File: src/rtl/gshare_predictor.sv
// gshare branch predictor: PC xor global history indexes a table of
// saturating counters; trained non-speculatively by resolved branches.
module gshare_predictor #(
    parameter int PC_BITS    = 32,
    parameter int INDEX_BITS = 6,
    parameter int CTR_BITS   = 2,
    parameter int HIST_BITS  = 6,
    parameter int CTR_INIT   = 2**(CTR_BITS-1)-1,
    parameter int STAT_BITS  = 16
) (
    input  logic                  clk,
    input  logic                  rst_n,
    input  logic                  request,
    input  logic [PC_BITS-1:0]    req_pc,
    output logic                  pred_valid,
    output logic                  prediction,
    output logic [INDEX_BITS-1:0] pred_index,
    input  logic                  result,
    input  logic [INDEX_BITS-1:0] res_index,
    input  logic                  taken,
    input  logic                  res_pred,
    output logic [STAT_BITS-1:0]  mispredicts
);

    localparam int DEPTH = 1 << INDEX_BITS;
    localparam logic [CTR_BITS-1:0]  CTR_MAX  = '1;
    localparam logic [STAT_BITS-1:0] STAT_MAX = '1;
    localparam logic [CTR_BITS-1:0]  CTR_RST  = CTR_BITS'(CTR_INIT);

    logic [CTR_BITS-1:0]   tbl [DEPTH];
    logic [HIST_BITS-1:0]  ghr;
    logic [HIST_BITS-1:0]  ghr_nxt;
    logic [INDEX_BITS-1:0] idx;
    logic [CTR_BITS-1:0]   cur;
    logic [CTR_BITS-1:0]   ctr_nxt;
    logic                  unused_pc;

    assign idx = req_pc[INDEX_BITS+1:2] ^ INDEX_BITS'(ghr);
    assign cur = tbl[res_index];
    assign unused_pc = ^{req_pc >> (INDEX_BITS+2), req_pc[1:0]};

    always_comb begin
        ctr_nxt = cur;
        if (taken && cur != CTR_MAX)
            ctr_nxt = cur + 1'b1;
        else if (!taken && cur != '0)
            ctr_nxt = cur - 1'b1;
    end

    generate
        if (HIST_BITS == 1) begin : g_h1
            assign ghr_nxt = taken;
        end else begin : g_hn
            assign ghr_nxt = {ghr[HIST_BITS-2:0], taken};
        end
    endgenerate

    always_ff @(posedge clk or negedge rst_n) begin
        if (!rst_n) begin
            for (int i = 0; i < DEPTH; i++)
                tbl[i] <= CTR_RST;
        end else if (result) begin
            tbl[res_index] <= ctr_nxt;
        end
    end

    always_ff @(posedge clk or negedge rst_n) begin
        if (!rst_n) begin
            ghr         <= '0;
            mispredicts <= '0;
        end else if (result) begin
            ghr <= ghr_nxt;
            if (taken != res_pred && mispredicts != STAT_MAX)
                mispredicts <= mispredicts + 1'b1;
        end
    end

    // Read uses pre-edge table/ghr, so same-cycle updates are not bypassed
    always_ff @(posedge clk or negedge rst_n) begin
        if (!rst_n) begin
            pred_valid <= 1'b0;
            prediction <= 1'b0;
            pred_index <= '0;
        end else begin
            pred_valid <= request;
            if (request) begin
                pred_index <= idx;
                prediction <= tbl[idx][CTR_BITS-1];
            end
        end
    end

endmodule

File: config.mk
export PLATFORM = sky130hd
export DESIGN_NAME = gshare_predictor
export DESIGN_NICKNAME = d
export VERILOG_FILES = /design/src/rtl/gshare_predictor.sv
export SDC_FILE = /design/constraint.sdc
export NUM_CORES = 1
export LEC_CHECK = 0
export BUFFER_PORTS_ARGS = -buffer_cell sky130_fd_sc_hd__buf_4
export CAP_MARGIN = 10
export CORE_MARGIN = 4
export CORE_UTILIZATION = 50
export CTS_BUF_LIST = sky130_fd_sc_hd__clkbuf_8
export DETAILED_ROUTE_END_ITERATION = 7
export HOLD_SLACK_MARGIN = 0.12
export PLACE_DENSITY = 0.72
export SYNTH_ARGS = -nofsm -noshare
export SYNTH_HDL_FRONTEND = slang
export SYNTH_SLANG_ARGS = --single-unit
File: constraint.sdc
create_clock -name clk -period 8 [get_ports clk]
set_input_delay 0.4 -clock clk [delete_from_list [all_inputs] [get_ports clk]]
set_output_delay 0.4 -clock clk [all_outputs]
set_load 0.1 [all_outputs]
==> results, run 1 <==
- The run finished with clean final reports.
- Measured in cells, the most critical reg-to-reg path has a length of 11.
- The wire-length estimate of the detail-placed layout is 13600 um.
- In the final routed layout, each cell accounts on average for 21.3 um.
- Global routing used 23.1% of the available tracks.
- The fraction of final layout cells with drive strength greater than 1 is 32.6%.
- The worst register-to-register path begins at tbl[124]$_DFFE_PN1P_.
- The number of antenna violations at the first check in global routing came to 0.
- After synthesis the netlist holds a flip-flop and latch count of 158.
- The effective utilization at floorplan is 50.9%.
- The analysis attributes to cell leakage a power of 3.90 nW.
- For this run, the post-layout net count is 817.
- Setup violations remaining at the end of the flow were counted as 0.
- The slowest stage of the critical path belongs to the cell clkinv_1.
- The setup path with the least slack is of type in2reg.
- Setup repair after global routing left no endpoint under its margin.
- Using the TritonRoute via totals, the vias-per-cell ratio works out to 6.16.
- At the placement stage, the worst setup path has a slack of 3630 ps.
- After clock tree synthesis, the repair step resized 0 gates.
- The total overflow left after global routing is 0.
- After floorplanning, the core was sized to cover 16500 um2.
- The switching power total is 0.000961 W.
- The total negative slack is 0 ps.
- The post-route antenna net violation count is 0.
- The floorplan die height is 138 um.
- The final design utilization is 56.0%.
- For the pin with the worst max-slew slack, the measured transition is 1230 ps.
- Measured along the x axis, the die boundary spans 138 um.
- The worst setup path endpoint is tbl[24]$_DFFE_PN1P_.
- The via count of the first global-routing pass is 6264.
- In the post-synthesis netlist, the biggest area contributors are dfrtp_1 28%, dfstp_2 20%, mux2_2 11%, nand2_1 6.5%, mux2i_1 5.6%.
- The detailed-route DRC error count is 0.
- In the post-route analysis, the smallest setup slack over all paths is 4030 ps.
- The detailed router put a total of 8900 um of wire on met1.
- The count of buffers from port buffering is 41.
- The routed design uses 1500 um of met3 wire.
- The element type at the critical path end is a register.
- The critical path goes through buf_4 -> clkinv_1 -> a221oi_1 -> o21bai_1 -> a211oi_2 -> nand4_4 -> ha_1 -> nand2_1 -> and2_1 -> xor2_4 -> buf_4 -> mux2_2.
- In this run the clock root is driven by a clkbuf_8.
- Power comes to 0.00265 W.
- The worst setup path is launched from a primary input.
- The maximum fanout along the worst path is 64.
- Entering global routing, the biggest net connects 81 pins.
- The number of nets in the synthesized netlist is 793.
- The total clock buffers created by CTS is 17.
- The leading area contributor after synthesis is dfrtp_1.
- The commonest cells after synthesis are 146 x nand2_1, 94 x dfrtp_1, 85 x mux2_2.
- The largest incremental delay on the critical path is 570 ps.
- Headroom to the max-slew limit came out at 17.9%.
- The count of yosys warnings during synthesis is 0.
- The finished layout holds 1003 standard cells, fillers aside.
- In this run the worst hold path is classified as in2reg.
- The number of max-cap violations is 0.
- The CTS sink count is 158.
- The setup slack of the worst register-to-register path is 4320 ps.
- The number of placed instances, taps included is 969.
- The clock tree from TritonCTS is yes.
- The H-tree was split into 4 levels.
- IR analysis of the VDD net gives a maximum drop of 0.166 mV.
- The max-slew violation count is 0.
- The critical path's most frequent cell is buf_4.
- The initialized floorplan defines 47 standard-cell rows.
- The maximum frequency from static timing analysis is 252 MHz.
- The maximum clock skew at final layout is 15.3 ps.
- The hold buffer count at CTS is 1.
- Dividing total power by cell area gives a power density of 287 nW/um2.
- The post-detailed-routing wire length is 21400 um.
- The count of filler cells inserted in the layout is 1381.
- The maximum buffer depth of the clock tree is 2.
- The last weighted congestion value of the routability-driven placer is 0.847.
- The vias after detailed routing is 6174.
- The diode insertion count for antenna repair is 0.
- The average size of a mapped cell is 11.3 um2.
- The setup fix buffers added after clock tree synthesis is 0.
- The most used flip-flop cell after synthesis is dfrtp_1.
- The count of endpoints failing hold in the final timing report is 0.
- Relative to the synthesized area, the layout overhead comes to 9.99%.
- In this run the worst setup path begins at res_index[1].
- The number of enable-type register cells in the synthesized netlist is 0.
- After synthesis, flip-flops and latches occupy 47.9% of the total area.
- Summed over all nets, wire length on met2 after detailed routing comes to 10500 um.
- After synthesis, the share of flip-flops with an asynchronous set or reset is 100%.
- At the worst endpoint, the required time is 8390 ps.
- The I/O pin total is 68.
- The most common cell in the synthesized netlist is nand2_1.
- The endpoint of the worst register-to-register path is tbl[24]$_DFFE_PN1P_.
- The internal power consumption is 0.00169 W.
- The floorplan step defined a die boundary enclosing 19000 um2.
- The clock network fraction of total power is 25.2%.
- The first global-routing pass estimated 33500 um of wire.
- The number of optimization iterations in the first detailed-route pass is 6.
- In the synthesized netlist, the number of instances is 746.
- For the worst setup path, the data arrival time is 4360 ps.
- The netlist area before placement is 8420 um2.
- The relative contribution of sequential cells to total power is 43.3%.
- The synthesized netlist contains 56 unique library cells.
- The post-route clock period utilization is 49.6%.
- The highest layer touched by signal routing is met4.
- The clock insertion delay at the later pin of the skew report is 460 ps.
- The final period demand of the worst path is 3970 ps.
- Net switching is 36.2% of the power.
- The fraction of synthesized cell area taken by the top area cell type is 27.9%.
- Clock-pin slew was measured on the worst setup and hold paths at 80 ps.
- The part of the total power dissipated in combinational logic is 31.5%.
- The first routing iteration left 634 violations.
[cell type report]
type,instances,area (um2),area share (%)
Clock buffer,19,262,2.82
Inverter,5,18.8,0.203
Sequential cell,158,4030,43.6
Tap cell,220,275,2.97
Multi-Input combinational cell,537,4100,44.2
Clock inverter,13,184,1.99
Timing Repair Buffer,51,389,4.20
[cells by family (layout without fill, tap and decap cells)]
group | count (synthesis) | count (layout) | share of synthesized area [%]
AND/OR/NAND/NOR | 224 | 224 | 11.9
AO/OA/AOI/OAI | 143 | 143 | 12.9
flip-flops | 158 | 158 | 47.9
multiplexers | 144 | 144 | 20.4
adder cells (fa/ha/maj) | 3 | 3 | 0.446
buffers and inverters | 51 | 88 | 3.79
XOR/XNOR | 23 | 23 | 2.62
[per-stage QoR]
stage | hold slack (ps) | cell area (um2)
floorplan | 104 | 8420
global placement | 471 | 8800
detailed placement | 482 | 8800
CTS | 137 | 9250
global route | 126 | 9260
finish | 151 | 9260
[power groups by stage]
stage          combinational [W]  clock (W)  sequential, W
2_1_floorplan           0.000499          0        0.00129
3_3_place_gp            0.000808          0        0.00114
3_5_place_dp            0.000833          0        0.00116
4_1_cts                 0.000835   0.000679        0.00115
5_1_grt                 0.000890   0.000706        0.00117
6_report                0.000836   0.000670        0.00115
[state kept, by name (all words and copies together) (netlist names)]
name	count
mispredicts	16
pred_index	6
pred_valid	1
ghr	6
prediction	1
tbl	128
[cells in the final DEF, fill, tap and decap left out, drive strengths merged, types with 2 or more instances in the layout]
cell,synthesis,layout
a211oi,3,3
a21oi,10,10
a221oi,11,11
a22oi,9,9
a31oi,2,2
and2,4,4
and3,2,2
and3b,3,3
buf,29,49
bufinv,0,5
clkbuf,17,20
clkinv,1,4
dfrtp,94,94
dfstp,64,64
ha,3,3
inv,4,9
mux2,85,85
mux2i,47,47
mux4,12,12
nand2,146,146
nand2b,12,12
nand3,8,8
nand4,7,7
nor2,21,21
nor2b,5,5
nor3,8,8
nor3b,3,3
o21ai,10,10
o221ai,3,3
o22ai,23,23
o31ai,64,64
or2,2,2
or3b,2,2
xnor2,17,17
xor2,6,6
[metal layers]
layer  vias to the layer above  track usage (%)
li1                       2786                -
met2                       232             37.3
met4                         0             7.85
met3                        39             5.26
met5                         -                0
met1                      3117             30.9
[worst max-delay path, delay by kind of cell]
family	cells	cell delay, ps
buffers and inverters	3	1630
and+or+nand+nor	3	570
xor gates and xnor gates	1	150
adders and majority gates	1	290
muxes	1	290
AOI/OAI and AO/OA	3	950
[worst min-delay path by stage]
stage / slack, ps / start / to / cells after the start
finish: 150 / request / pred_valid$_DFF_PN0_ / 1
global placement: 470 / rst_n / mispredicts[7]$_DFFE_PN0P_ / 1
global route: 130 / request / pred_valid$_DFF_PN0_ / 1
floorplan: 100 / rst_n / ghr[0]$_DFFE_PN0P_ / 0
CTS: 140 / request / pred_valid$_DFF_PN0_ / 1
detailed placement: 480 / mispredicts[7]$_DFFE_PN0P_ / mispredicts[7]$_DFFE_PN0P_ / 1
Power figures use the tool's default switching activity.
==> run 2: changes to the inputs <==
- PLACE_DENSITY: 0.72 -> 0.75
- clock period: 8 -> 3.3 ns (I/O delays scaled with it)
==> results, run 2 (synthesis results as in run 1) <==
- Once detail routing completed, the nets flagged for antenna violations numbered 0.
- The clock tree synthesis step divided the H-tree into 4 levels.
- The number of antenna violations at the first check in global routing is 0.
- The number of max-cap violations is 0.
- The library cells used most frequently in the layout, excluding fill and tap cells, are 146 x nand2_1, 94 x dfrtp_1, 85 x mux2_2, 65 x buf_4, 64 x dfstp_2.
- In this run the top signal layer used is met4.
- The tightest hold path in the finished design has a slack of 217 ps.
- Headroom to the max-slew limit came out at 35.6%.
- STA puts the critical path data arrival time at 3560 ps.
- The slew at the pin closest to its max-slew limit is 963 ps.
- After detailed routing, the number of remaining DRC violations is 0.
- Pin placement for this block handled 68 I/O pins.
- The max-slew violation count was 0.
- STA puts the critical path data required time at 3690 ps.
- The floorplan step set the die height to 138 um.
- The total negative slack is 0 ps.
- The element type at the critical path end is a register.
- Setup violations remaining at the end of the flow were counted as 0.
- Global routing consumed, over all layers together, 23.3% of the routing resources.
- The run finished with clean final reports.
- Of all nets on the critical path, the largest fanout is 30.
- The post-route met1 wirelength is 8530 um.
- The maximum clock skew at final layout is 10.2 ps.
- The half-perimeter wire length after detailed placement is 14900 um.
- The maximum vdd drop is 0.412 mV.
- The mean routed wirelength per cell is 20.8 um.
- The clock insertion delay at the later pin of the skew report is 460 ps.
- The die covers 19000 um2.
- Derived from the worst setup path, the maximum achievable clock frequency is 316 MHz.
- The total overflow left after global routing is 0.
- The count of buffers from port buffering is 41.
- The total length of routed met3 wires is 1850 um.
- In this run the power density over the cells is 662 nW/um2.
- The CTS sink count is 158.
- The count of endpoints failing hold in the final timing report was 0.
- Detailed routing placed a total of 10700 um of wire on met2.
- The layout-stage area growth over the synthesis result is 14.1%.
- The flip-flop count of the largest register after layout is 128.
- The via count of the first global-routing pass is 6320.
- The first detailed-routing pass ran for 8 iterations.
- The post-route clock period utilization is 96.0%.
- Dividing the detail-routed via count by the number of cells gives 6.16.
- After filler insertion, the fill cell instance count of the layout stands at 1323.
- In this run the deepest clock path goes through 2 buffers.
- The fraction of final layout cells with drive strength greater than 1 is 35.0%.
- Summed over all cells, the static leakage comes to 4.06 nW.
- The effective utilization at floorplan is 50.9%.
- tbl holds more flip-flops than any other register.
- Entering global routing, the biggest net connects 84 pins.
- The chip width is 138 um.
- The setup fix buffers added after clock tree synthesis is 0.
- The final period demand of the worst path is 3170 ps.
- Counting the buffers created by CTS gives 17.
- The worst setup path is of the reg2reg kind.
- The floorplan row count is 47.
- The final layout contains routed wiring with a total length of 21600 um.
- Setup repair after global routing left no endpoint under its margin.
- The clock tree from TritonCTS is yes.
- The net count of the finished layout is 851.
- In the final layout, the registers with the most flip-flops are tbl (128), mispredicts (16).
- The diode insertion count for antenna repair is 0.
- For this block, the initial DRC count from the detailed router was 597.
- The placeable core region is 16500 um2.
- The vias after detailed routing is 6386.
- The tightest min-delay check is of the in2reg type.
- Clock-pin slew was measured on the worst setup and hold paths at 80 ps.
- The last weighted congestion value of the routability-driven placer is 0.919.
- The first-pass GRT wire length is 33700 um.
- The commonest non-fill, non-tap cell in the layout is nand2_1.
- The worst setup path is launched from a register.
- In this run the clock root is driven by a clkbuf_8.
-- run 2: cell count changes in the layout (fill, tap and decap cells not counted), sizes merged --
cell,before,now
clkinv,4,6
clkinvlp,0,5
inv,9,6
clkbuf,20,18
dlygate4sd3,1,9
bufinv,5,2
buf,49,76
-- run 2: path summary, 6_finish.rpt --
kind	from	end	cells past startpoint	slack (ps)
worst max register to register	tbl[124]$_DFFE_PN1P_	tbl[74]$_DFFE_PN1P_	12	130
worst min register to register	mispredicts[7]$_DFFE_PN0P_	mispredicts[7]$_DFFE_PN0P_	1	500
max in group asynchronous	rst_n	tbl[124]$_DFFE_PN1P_	3	2100
worst max-delay path	tbl[124]$_DFFE_PN1P_	tbl[74]$_DFFE_PN1P_	12	130
worst min-delay path	res_pred	mispredicts[0]$_DFFE_PN0P_	4	220
min in group asynchronous	rst_n	ghr[4]$_DFFE_PN0P_	2	280
-- run 2: final cells by class --
| type | instances | area [um2] | area share (%) |
|---|---|---|---|
| clock buffer | 18 | 248 | 2.58 |
| clock inverter | 14 | 130 | 1.35 |
| inverter | 5 | 18.8 | 0.195 |
| multi-input combinational | 537 | 4110 | 42.8 |
| sequential | 158 | 4030 | 42.0 |
| tap | 220 | 275 | 2.87 |
| timing repair buffer | 85 | 790 | 8.22 |
-- run 2: metal layers --
layer | track usage [%] | up-vias
met5 | 0 | -
met4 | 8.12 | 0
met3 | 5.73 | 46
met2 | 38.1 | 304
met1 | 30.2 | 3186
li1 | - | 2850
-- run 2: power breakdown --
| part | total, W | internal, W | leakage (nW) | switching (W) |
|---|---|---|---|---|
| clock network | 0.00138 | 0.000677 | 0.189 | 0.000708 |
| registers | 0.00279 | 0.00249 | 1.90 | 0.000302 |
| logic | 0.00218 | 0.000821 | 1.97 | 0.00136 |
| total | 0.00636 | 0.00399 | 4.06 | 0.00237 |
-- run 2: worst max-delay path, cell delays in order (launching register included) --
cell and delay [ps]:
dfstp_2 370, mux4_1 510, mux2_2 300, a22o_1 270, a211oi_4 280, nand4_4 140
inv_1 100, ha_2 230, nand2b_4 80, and2_4 170, xor2_4 170, buf_12 170
mux2_2 270
-- run 2: repair_timing --
| action | 4_1_cts | 5_1_grt |
|---|---|---|
| hold endpoints to repair | 65 | 0 |
| resized for setup | 0 | 4 |
| setup endpoints to repair | 62 | 67 |
| pin swaps | 1 | 1 |
| hold buffers | 9 | 0 |
-- run 2: through the flow --
stage / setup WS [ps] / cell area, um2 / total power [W] / utilization [%] / cells
2_1_floorplan: 138 / 8420 / 0.00433 / - / 746
3_5_place_dp: -127 / 9120 / 0.00496 / 55.2 / 996
5_1_grt: 34.3 / 9610 / 0.00664 / 58.1 / 1037
6_report: 132 / 9610 / 0.00636 / 58.1 / 1037
4_1_cts: 20.9 / 9590 / 0.00635 / 58.0 / 1037
3_3_place_gp: 11.5 / 9120 / 0.00485 / 55.2 / 996
==> run 3: changes to the inputs <==
- SETUP_SLACK_MARGIN: default -> 0.4
==> results, run 3 (synthesis results as in run 1) <==
- The flow ran to the end, and the final reports show no timing, DRC or antenna violations.
- The first TritonRoute pass finished after 5 iterations.
- After legalization and detailed placement, the total HPWL measured 14600 um.
- Traced cell by cell, the critical path runs through mux4_2 -> mux2_4 -> a22o_4 -> a211oi_4 -> nand4_4 -> inv_2 -> ha_4 -> nand2b_4 -> buf_6 -> a211oi_4 -> buf_6 -> buf_12 -> buf_16 -> o31ai_2.
- The maximum fanout along the worst path is 6.
- Setup repair after global routing could not meet its margin everywhere.
- Across the run, the number of max-cap violations was 0.
- The root buffer cell chosen for the clock tree is clkbuf_8.
- The number of antenna violations at the first check in global routing was 0.
- The path class of the lowest-slack min-delay path is in2reg.
- The number of violations reported at the end of detailed-routing iteration 0 is 945.
- The total negative slack is 0 ps.
- Clock-pin slew was measured on the worst setup and hold paths at 80 ps.
- The power consumption is 0.00798 W.
- Between clock sinks in the finished design, the worst skew comes to 13.4 ps.
- For this run, the top clock speed supported by timing is 314 MHz.
- The layout-stage area growth over the synthesis result is 32.9%.
- The initial utilization of the core area, before any placement, comes to 50.9%.
- IR analysis of the VDD net gives a maximum drop of 0.384 mV.
- The power per standard cell area is 713 nW/um2.
- The final period demand of the worst path is 3180 ps.
- Using the TritonRoute via totals, the vias-per-cell ratio works out to 6.79.
- The floorplan die height is 138 um.
- The first-pass GRT wire length is 39800 um.
- The leakage power of the design is 4.68 nW.
- STA classifies the critical path endpoint as a register.
- The final standard cell area without fillers is 11200 um2.
- The detail route stage leaves a number of antenna-violating nets equal to 0.
- The placeable core region is 16500 um2.
- The pin count of the biggest net entering global routing is 91.
- The filler cells instantiated in the layout total 1043.
- The startpoint identified for the worst register-to-register timing path is tbl[112]$_DFFE_PN1P_.
- The largest registers in the layout are tbl (128), mispredicts (16).
- Pin placement for this block handled 68 I/O pins.
- The largest single stage delay on the critical path is 460 ps.
- TritonCTS built the clock tree.
- The worst hold path startpoint is res_pred.
- The worst pin sits at a relative slew slack of 29.1%.
- The total clock buffers created by CTS is 17.
- The last weighted congestion value of the routability-driven placer is 0.886.
- Data on the critical path is required at its endpoint by 3650 ps.
- The max-slew violation count is 0.
- In this run the cell area measured after placement is 9170 um2.
- For met1 alone, demand over resource in global routing was 32.8%.
- Measured on the finished design, the core utilization comes to 67.7%.
- The largest register by flop count is tbl.
- After detailed routing, the average wire length per cell comes to 27.1 um.
- The count of endpoints failing hold in the final timing report is 0.
- The most critical setup path has its startpoint at tbl[112]$_DFFE_PN1P_.
- The slowest cell on the critical path is mux4_2.
- The number of placed instances, taps included is 1002.
- STA puts the critical path data arrival time at 3530 ps.
- The H-tree was split into 4 levels.
- Leaving out fill and tap cells, the most frequent cells in the layout are 146 x nand2_1, 94 x dfrtp_1, 81 x mux2_2, 69 x buf_4, 64 x dfstp_2.
- The die covers 19000 um2.
- The register with the most flip-flops in the layout has 128 of them.
- Global routing consumed, over all layers together, 27.5% of the routing resources.
- Summed over all layers, the routed wires come to 29400 um.
- The initialized floorplan defines 47 standard-cell rows.
- The repair_antennas step left the layout with diodes totalling 0.
- For the pin with the worst max-slew slack, the measured transition is 1060 ps.
- In the global route stage, met2 resource usage came out at 44.4%.
- The peak-usage layer in the global routing report is met2.
- The CTS sink count is 158.
- The startpoint class of the critical path is a register.
- For this run, the number of standard cells in the final layout without fillers is 1085.
- Setup violations remaining at the end of the flow were counted as 0.
- At the end of the flow, the number of nets in the layout was 899.
- The clock insertion delay at the later pin of the skew report is 470 ps.
- In the finished design, the share of the clock period the worst path needs comes to 96.4%.
- The worst setup path is of the reg2reg kind.
- Leaving out fill and tap cells, the most frequent cell in the layout is nand2_1.
- The fraction of final layout cells with drive strength greater than 1 is 46.0%.
- After detailed routing, the number of remaining DRC violations is 0.
- For this run, global-route usage on met3 was measured as 6.68%.
- The floorplan step set the die width to 138 um.
- The via count of the first global-routing pass came to 7288.
- The routed layout has 7372 vias.
- Buffers placed on the I/O ports in this run total 41.
- After global routing the overflow that remains totals 0.
- The maximum buffer depth of the clock tree is 2.
## run 3: changes by cell type in the layout (fill, tap and decap cells not counted), sizes merged
| cell | before | now |
|---|---|---|
| buf | 76 | 115 |
| clkbuf | 18 | 27 |
| clkinvlp | 5 | 4 |
| inv | 6 | 7 |
## run 3: cell type report
type                            instances  area (um2)  share of cell area (%)
Tap cell                              220         275                    2.46
Timing Repair Buffer                  133        1760                    15.7
Clock buffer                           18         248                    2.21
Inverter                                5        18.8                   0.168
Multi-Input combinational cell        537        4710                    42.1
Sequential cell                       158        4030                    36.1
Clock inverter                         14         144                    1.29
## run 3: worst paths after layout
path / slack, ps / cells past startpoint / end
worst min register to register: 500 / 1 / mispredicts[7]$_DFFE_PN0P_
min in group asynchronous: 340 / 2 / tbl[37]$_DFFE_PN0P_
worst min-delay path: 230 / 4 / mispredicts[0]$_DFFE_PN0P_
max in group asynchronous: 2030 / 3 / tbl[98]$_DFFE_PN1P_
worst max-delay path: 120 / 14 / tbl[69]$_DFFE_PN0P_
worst max register to register: 120 / 14 / tbl[69]$_DFFE_PN0P_
## run 3: metal layers
metal,share of wire [%],wire (um)
met1,35,10200
met2,48,14100
met3,9.1,2670
met4,8.1,2390
met5,0,0
## run 3: timing repair
item | CTS | global route
setup buffers | 16 | 2
hold buffers | 9 | 0
pin swaps | 11 | 19
gates cloned | 15 | 9
hold endpoints to repair | 64 | 0
endpoints found under the setup margin | 128 | 129
gates resized for setup | 50 | 89
## run 3: critical path, delay by kind of cell, from the launching register on
family | cells | cell delay (ps)
AOI/OAI and AO/OA | 4 | 860
muxes | 2 | 750
buffers and inverters | 5 | 690
DFF | 1 | 380
and+or+nand+nor | 2 | 220
adders and majority gates | 1 | 150
## run 3: stage by stage
stage	setup WS (ps)	hold slack [ps]
final	120	233
after global routing	41.6	249
after CTS	172	186
after detailed placement	63.7	284
after global placement	126	275
after floorplan	396	-131
## run 3: report_power, final
group	internal [W]	total [W]	switching (W)
clock	0.000691	0.00147	0.000778
sequential	0.00249	0.00284	0.000348
combinational	0.00167	0.00367	0.00201
